## src/rtl/bp_lce_noc_mux.sv

```systemverilog
// Coherence port concentrator: round-robin request arbitration into a credit-gated
// 2-entry FIFO toward the network, plus a destination-decoded command fan-out.
module bp_lce_noc_mux #(
  parameter int num_lce_p      = 2,
  parameter int msg_width_p    = 128,
  parameter int lce_id_width_p = 4,
  parameter int dst_id_lsb_p   = 0,
  parameter int credits_p      = 8
) (
  input  logic                              clk_i,
  input  logic                              reset_n_i,
  input  logic [lce_id_width_p-1:0]         base_lce_id_i,
  input  logic [num_lce_p*msg_width_p-1:0]  lce_req_i,
  input  logic [num_lce_p-1:0]              lce_req_v_i,
  output logic [num_lce_p-1:0]              lce_req_ready_o,
  output logic [msg_width_p-1:0]            req_o,
  output logic                              req_v_o,
  input  logic                              req_ready_i,
  input  logic                              credit_return_i,
  output logic                              credits_full_o,
  output logic                              credits_empty_o,
  input  logic [msg_width_p-1:0]            cmd_i,
  input  logic                              cmd_v_i,
  output logic                              cmd_yumi_o,
  output logic [num_lce_p*msg_width_p-1:0]  lce_cmd_o,
  output logic [num_lce_p-1:0]              lce_cmd_v_o,
  input  logic [num_lce_p-1:0]              lce_cmd_yumi_i,
  output logic                              bad_dst_o,
  output logic                              credit_err_o
);

  localparam int PW = (num_lce_p > 1) ? $clog2(num_lce_p) : 1;
  localparam int CW = $clog2(credits_p + 1);

  logic [msg_width_p-1:0]    mem_q [2];
  logic [msg_width_p-1:0]    mem_d [2];
  logic                      rd_q, rd_d;
  logic [1:0]                cnt_q, cnt_d;
  logic [PW-1:0]             ptr_q, ptr_d;
  logic [CW-1:0]             cred_q, cred_d;
  logic                      bad_q, bad_d;
  logic                      cerr_q, cerr_d;

  logic                      found;
  logic [PW-1:0]             gnt;
  logic [msg_width_p-1:0]    gnt_msg;
  logic                      cred_full, can_enq, enq, deq;
  logic [lce_id_width_p-1:0] idx;
  logic                      in_range;
  int                        c;

  always_comb begin
    found = 1'b0;
    gnt   = '0;
    c     = 0;
    for (int i = 0; i < num_lce_p; i++) begin
      c = int'(ptr_q) + i;
      if (c >= num_lce_p) c = c - num_lce_p;
      if (!found && lce_req_v_i[c]) begin
        found = 1'b1;
        gnt   = PW'(c);
      end
    end
    gnt_msg = '0;
    for (int k = 0; k < num_lce_p; k++) begin
      if (gnt == PW'(k)) gnt_msg = lce_req_i[k*msg_width_p +: msg_width_p];
    end

    req_v_o   = reset_n_i & (cnt_q != 2'd0);
    req_o     = mem_q[rd_q];
    deq       = req_v_o & req_ready_i;
    cred_full = (cred_q == CW'(credits_p));
    // A full FIFO that is draining this cycle still has room, so no bubble.
    can_enq   = reset_n_i & ((cnt_q != 2'd2) | deq) & ~cred_full;
    enq       = can_enq & found;
    lce_req_ready_o = '0;
    for (int k = 0; k < num_lce_p; k++) begin
      lce_req_ready_o[k] = enq & (gnt == PW'(k));
    end

    credits_full_o  = reset_n_i & cred_full;
    credits_empty_o = ~reset_n_i | (cred_q == '0);

    idx      = cmd_i[dst_id_lsb_p +: lce_id_width_p] - base_lce_id_i;
    in_range = (32'(idx) < num_lce_p);
    lce_cmd_o = {num_lce_p{cmd_i}};
    for (int k = 0; k < num_lce_p; k++) begin
      lce_cmd_v_o[k] = reset_n_i & cmd_v_i & in_range & (32'(idx) == k);
    end
    cmd_yumi_o = (|(lce_cmd_v_o & lce_cmd_yumi_i)) | (reset_n_i & cmd_v_i & ~in_range);

    bad_dst_o    = reset_n_i & bad_q;
    credit_err_o = reset_n_i & cerr_q;
  end

  always_comb begin
    mem_d = mem_q;
    if (enq) mem_d[rd_q ^ cnt_q[0]] = gnt_msg;
    rd_d  = rd_q ^ deq;
    cnt_d = cnt_q + 2'(enq) - 2'(deq);
    ptr_d = ptr_q;
    if (enq) ptr_d = (gnt == PW'(num_lce_p - 1)) ? '0 : gnt + PW'(1);

    cred_d = cred_q;
    cerr_d = cerr_q | (credit_return_i & (cred_q == '0));
    if (enq && !credit_return_i)                          cred_d = cred_q + CW'(1);
    else if (!enq && credit_return_i && cred_q != '0)     cred_d = cred_q - CW'(1);

    bad_d = bad_q | (cmd_v_i & ~in_range);
  end

  always_ff @(posedge clk_i) begin
    if (!reset_n_i) begin
      rd_q   <= 1'b0;
      cnt_q  <= 2'd0;
      ptr_q  <= '0;
      cred_q <= '0;
      bad_q  <= 1'b0;
      cerr_q <= 1'b0;
    end else begin
      mem_q  <= mem_d;
      rd_q   <= rd_d;
      cnt_q  <= cnt_d;
      ptr_q  <= ptr_d;
      cred_q <= cred_d;
      bad_q  <= bad_d;
      cerr_q <= cerr_d;
    end
  end

endmodule

```

## config.mk

```make
export PLATFORM = sky130hd
export DESIGN_NAME = bp_lce_noc_mux
export DESIGN_NICKNAME = d
export VERILOG_FILES = /design/src/rtl/bp_lce_noc_mux.sv
export SDC_FILE = /design/constraint.sdc
export NUM_CORES = 1
export LEC_CHECK = 0
export CORE_AREA = 2 2 306 308
export CTS_CLUSTER_DIAMETER = 40
export CTS_CLUSTER_SIZE = 14
export DETAILED_ROUTE_END_ITERATION = 10
export DIE_AREA = 0 0 308 310
export DONT_BUFFER_PORTS = 1
export PLACE_DENSITY = 0.36
export RECOVER_POWER = 100
export SETUP_SLACK_MARGIN = 0.2
export SLEW_MARGIN = 15
export SYNTH_ARGS = -nofsm -noshare
export SYNTH_HDL_FRONTEND = slang
export SYNTH_SLANG_ARGS = --single-unit
```

## constraint.sdc

```tcl
create_clock -name clk_i -period 7.19 [get_ports clk_i]
set_input_delay 1.438 -clock clk_i [delete_from_list [all_inputs] [get_ports clk_i]]
set_output_delay 1.438 -clock clk_i [all_outputs]
set_load 0.005 [all_outputs]
```

; Yosys cells after proc, flatten, opt, wreduce, memory -nomap -nowiden
; Cells that the tools add are included.
; W data, S select, Z words.
[classes]
add_sub_neg = 9
n_lt_le_gt_ge = 8
eq_ne = 3
mux = 22
n_bitwise = 31
n_reduce_logical = 15
[ops]
columns = operator, count
row1 = $mux W128, 5
row2 = $bwmux W256, 1
row3 = $demux W128 S1, 1
row4 = $lt A32 B3 Y1 const B, 2
row5 = $mux W32, 2
row6 = $and A1 B1 Y1, 17
row7 = $mux W1, 11
row8 = $logic_not A4 Y1, 2
row9 = $mux W4, 2
row10 = $ge A2 B2 Y1 const B, 3
row11 = $logic_and A1 B1 Y1, 5
row12 = $or A1 B1 Y1, 5
row13 = $add A4 B1 Y4 const B, 1
row14 = $eq A4 B1 Y1 const B, 1
row15 = $eq A4 B4 Y1 const B, 1
row16 = $lt A4 B2 Y1 const B, 1
row17 = $not A1 Y1, 4
row18 = $not A1 Y2, 2
row19 = $reduce_bool A2 Y1, 2
row20 = $reduce_bool A4 Y1, 1
row21 = $sub A4 B1 Y4 const B, 1
row22 = $sub A4 B4 Y4, 1
row23 = $logic_not A1 Y1, 3
row24 = $sub A1 B2 Y3 const B, 1
row25 = 12 further kinds, 13
[word_totals]
reg_bits = 266
in_bits = 397
output_inout_bits = 394
wordCells = 96

; Logic depth before layout (Yosys ltp)
[logic_depth]
word_depth = 15
mapped_depth = 10

; Least setup slack after synthesis
; Ideal clock, no wire load.
[synth_timing]
path_kind = input port to flip-flop
startpoint = input port reset_n_i
endpoint = register mem_q[0] in the netlist's numbering (enable)
setup_time_ns = 0.617
t_arrival_ns = 7.137
path_slack_ns = -0.564
cell_stages = 3
n_path_buf = 1
cell_sequence = buf_2 o2111ai_2 nor2_1
[synth_via]
elab_chain_cells = 7
[synth_rtl]
columns = item, line_no
row1 = start: declaration, 11  ; input logic reset_n_i,
row2 = $and A1 B1 Y1, 69  ; req_v_o = reset_n_i & (cnt_q != 2'd0);
row3 = $and A1 B1 Y1, 71  ; deq = req_v_o & req_ready_i;
row4 = $or A1 B1 Y1, 74  ; can_enq = reset_n_i & ((cnt_q != 2'd2) | deq) & ~cred_full;
row5 = $and A1 B1 Y1 (2 in a row), 74
row6 = $and A1 B1 Y1, 75  ; enq = can_enq & found;
row7 = $reduce_and A2 Y1 (no line) (*), n/a
row8 = end signal: assignment, 121  ; mem_q <= mem_d;
row9 = end: declaration, 35  ; logic [msg_width_p-1:0] mem_q [2];
; Every way passes the cells marked *; elsewhere a longest branch is shown, timed or not.
; A chain may end at the register's enable or synchronous reset.

; Worst setup path after layout
[layout_timing]
startpoint = register rd_q
endpoint = output port req_o[117]
[layout_via]
elab_chain_cells = 4
[layout_rtl]
columns = item, line_no
row1 = start: declaration, 37  ; logic rd_q, rd_d;
row2 = start signal: assignment, 122  ; rd_q <= rd_d;
row3 = $not A1 Y2 (not written as such), 70  ; req_o = mem_q[rd_q];
row4 = $mux W128 (not written as such) (3 in a row), 70
row5 = end: declaration, 16  ; output logic [msg_width_p-1:0] req_o,
; Every way passes these cells. The select of a mux whose other input is x is not followed.

==> out/results.txt <==
leak pwr = 0.00474 µW
violated checks = capacitance limit, slew limit
crit path max-delay cell type = clkbuf_2
Main synth FF type = edfxtp_1
Iteration-0 DRC Markers = 217
layout net count = 1082
area of the multi-input gates = 3450 µm²
met1 Use GR = 6.19%
highest cell delay on the worst timing path = 1.34 ns
Finished Layout Cells = 1922
setup tns final = 0 ns
H-Tree Depth = 2
routing usage on met2 = 9.68%
Cell Rows = 112
initial core utilization = 14.5%
Total GRT Usage = 6.25%
drt pass-1 iters = 4
Worst setup SP type = flop
Root Buffer = clkbuf_16
Top Ports = 791
GR peak layer = met2
Post-synth EDFFs = 256
TritonCTS clock tree = built
die height = 310 µm
crit-path cells = clkbuf_2 > mux2_1
post-synthesis net count = 1302
WP data required = 5.75 ns
register bit total from synthesis = 266
post-place setup slack = 3.00 ns
Num CTS Buffers = 56
Tightest Pin Transition = 3.42 ns
syn_area_per_cell = 15.0 µm²
Clock Skew = 0.0185 ns
Syn Inst Count = 896
vias per cell = 3.13
worst-path fanout max = 56
critical path class = reg2out
Cell Area, Synth = 13400 µm²
setup bufs post-CTS = 0
antenna violations before repair = 2
asr flop ratio synth = 0%
final wirelength = 31.5 mm
DRC viols = 0
Yosys warning total = 0
Max Freq = 194 MHz
layout cells sized above 1 = 18.0%
Rel. slew slack = -128%
outcome = finished, violations left
first-pass GRT wire length = 42.9 mm
Final Hold Vio Count = 0
Clock Pin Slew Worst Setup and Hold Paths = 0.05 ns
Hold Buf Count CTS = 0
Yosys top cell area share = 57.2%
unrepaired setup endpoints after global routing = false
DP HPWL = 21.9 mm
Seq/Total Area, Yosys = 58.7%
Arr. time, crit path = 3.71 ns
clock latency on the worst-skew pair = 0.61 ns
ANT nets after route = 0
min-delay worst type = reg2reg
vias in the first global route = 6271
crit path time final = 5.15 ns
post_cts resized = 0
final setup margin = 2.04 ns
final count of pins violating max slew = 279
Avg WL per Cell = 16.4 µm
Setup crit end kind = output pin
post-synth top area cell = edfxtp_1
met3 global-route usage = 4.01%
vias = 6007
Setup violations, final = 0
max-cap violations = 5
area grow syn2layout = 11.1%
clock sinks = 266
GP Congestion = 0.681
DIE AREA = 95500 µm²
Worst VDD drop = 0.000174 V
Core Region = 92500 µm²
fin crit share = 71.7%
Longest Clk Path Bufs = 3
Port-buffer cells = 0
total global routing overflow = 0
largest net degree at the start of global routing = 74
Synth area leaders = edfxtp_1 (57%), mux2_2 (22%), buf_4 (14%), dfxtp_1 (1.5%), ha_1 (0.65%)
FF+latch area = 7890 µm²
fin util = 16.1%
cell count after placement = 1815
Netlist cell types = 37
die width = 308 µm
power per standard cell area = 401 nW/µm²
Filler cells = 10.1k
==> through the flow <==
step | cell area [µm²] | total power, µW | hold slack (ns)
floorplan | 13400 | 3230 | 0.451
global placement | 13000 | 3470 | 0.479
detailed placement | 13000 | 3490 | 0.497
CTS | 15000 | 6240 | 0.509
global route | 14900 | 6330 | 0.542
finish | 14900 | 5980 | 0.510
==> cells in the mapped netlist, drive strengths merged (2+ instances only) <==
library cell	count
mux2i	4
xnor2	6
a21o	3
o21ai	3
or2	2
nor2	6
nand3	3
and2	5
clkbuf	17
nor4	2
a21oi	5
xor2	2
mux2	257
nor2b	3
nor3	2
edfxtp	256
fa	2
nand2b	2
and3	2
ha	7
and2b	2
inv	10
dfxtp	10
buf	270
nand2	8
==> flip-flops by register name, summed over array words and instances, names as in the netlist <==
register	cells
cnt_q	2
ptr_q	1
rd_q	1
cerr_q	1
mem_q	256
cred_q	4
bad_q	1
==> layer usage <==
metal	wire length [µm]	up-vias
li1	-	2589
met1	10900	2875
met2	14900	432
met3	4030	111
met4	1650	0
met5	0	-
==> worst max-delay path, delay by kind of cell, from the launching register on <==
kind,cells,cell delay (ns)
buffers and inverters,1,1.34
multiplexers,1,0.50
flip-flops,1,1.15
==> cell families (layout without fill, tap and decap cells) <==
kind of cell	Yosys count	after routing	synth area share (%)
other cells	0	4	0
flops	266	266	58.7
xor+xnor	8	8	0.521
buf+inv	297	122	15.6
mux	261	261	21.8
fa+ha+maj	9	9	0.950
compound gates	16	16	0.838
simple gates	39	39	1.56
==> power by group <==
| part | switching (µW) | internal [µW] |
|---|---|---|
| registers | 94.8 | 2210 |
| clock network | 886 | 1780 |
| logic | 677 | 333 |
| total | 1660 | 4320 |
==> layout make-up <==
cell class	count	area share (%)
clock buffers	60	9.63
inverters	10	0.252
repair buffers	9	0.411
diodes	4	0.0671
flip-flops and latches	266	52.9
clock inverters	43	3.59
well taps	1197	10.0
multi-input cells	333	23.2
==> final timing paths <==
| path | start | end | cells after the start | slack, ns |
|---|---|---|---|---|
| worst min-delay path | cred_q[2] | cred_q[2] | 2 | 0.51 |
| worst min register to register | cred_q[2] | cred_q[2] | 2 | 0.51 |
| worst max register to register | rd_q | mem_q[108] | 3 | 2.66 |
| worst max-delay path | rd_q | req_o[117] | 2 | 2.04 |
==> layout by cell type, fill, tap and decap left out, drive strengths merged, types with 3 or more instances in the layout <==
| master | n |
|---|---|
| a21o | 3 |
| a21oi | 5 |
| and2 | 5 |
| buf | 3 |
| bufinv | 9 |
| clkbuf | 66 |
| clkinv | 12 |
| clkinvlp | 11 |
| dfxtp | 10 |
| diode | 4 |
| edfxtp | 256 |
| ha | 7 |
| inv | 21 |
| mux2 | 257 |
| mux2i | 4 |
| nand2 | 8 |
| nand3 | 3 |
| nor2 | 6 |
| nor2b | 3 |
| o21ai | 3 |
| xnor2 | 6 |
Power figures use the tool's default switching activity.
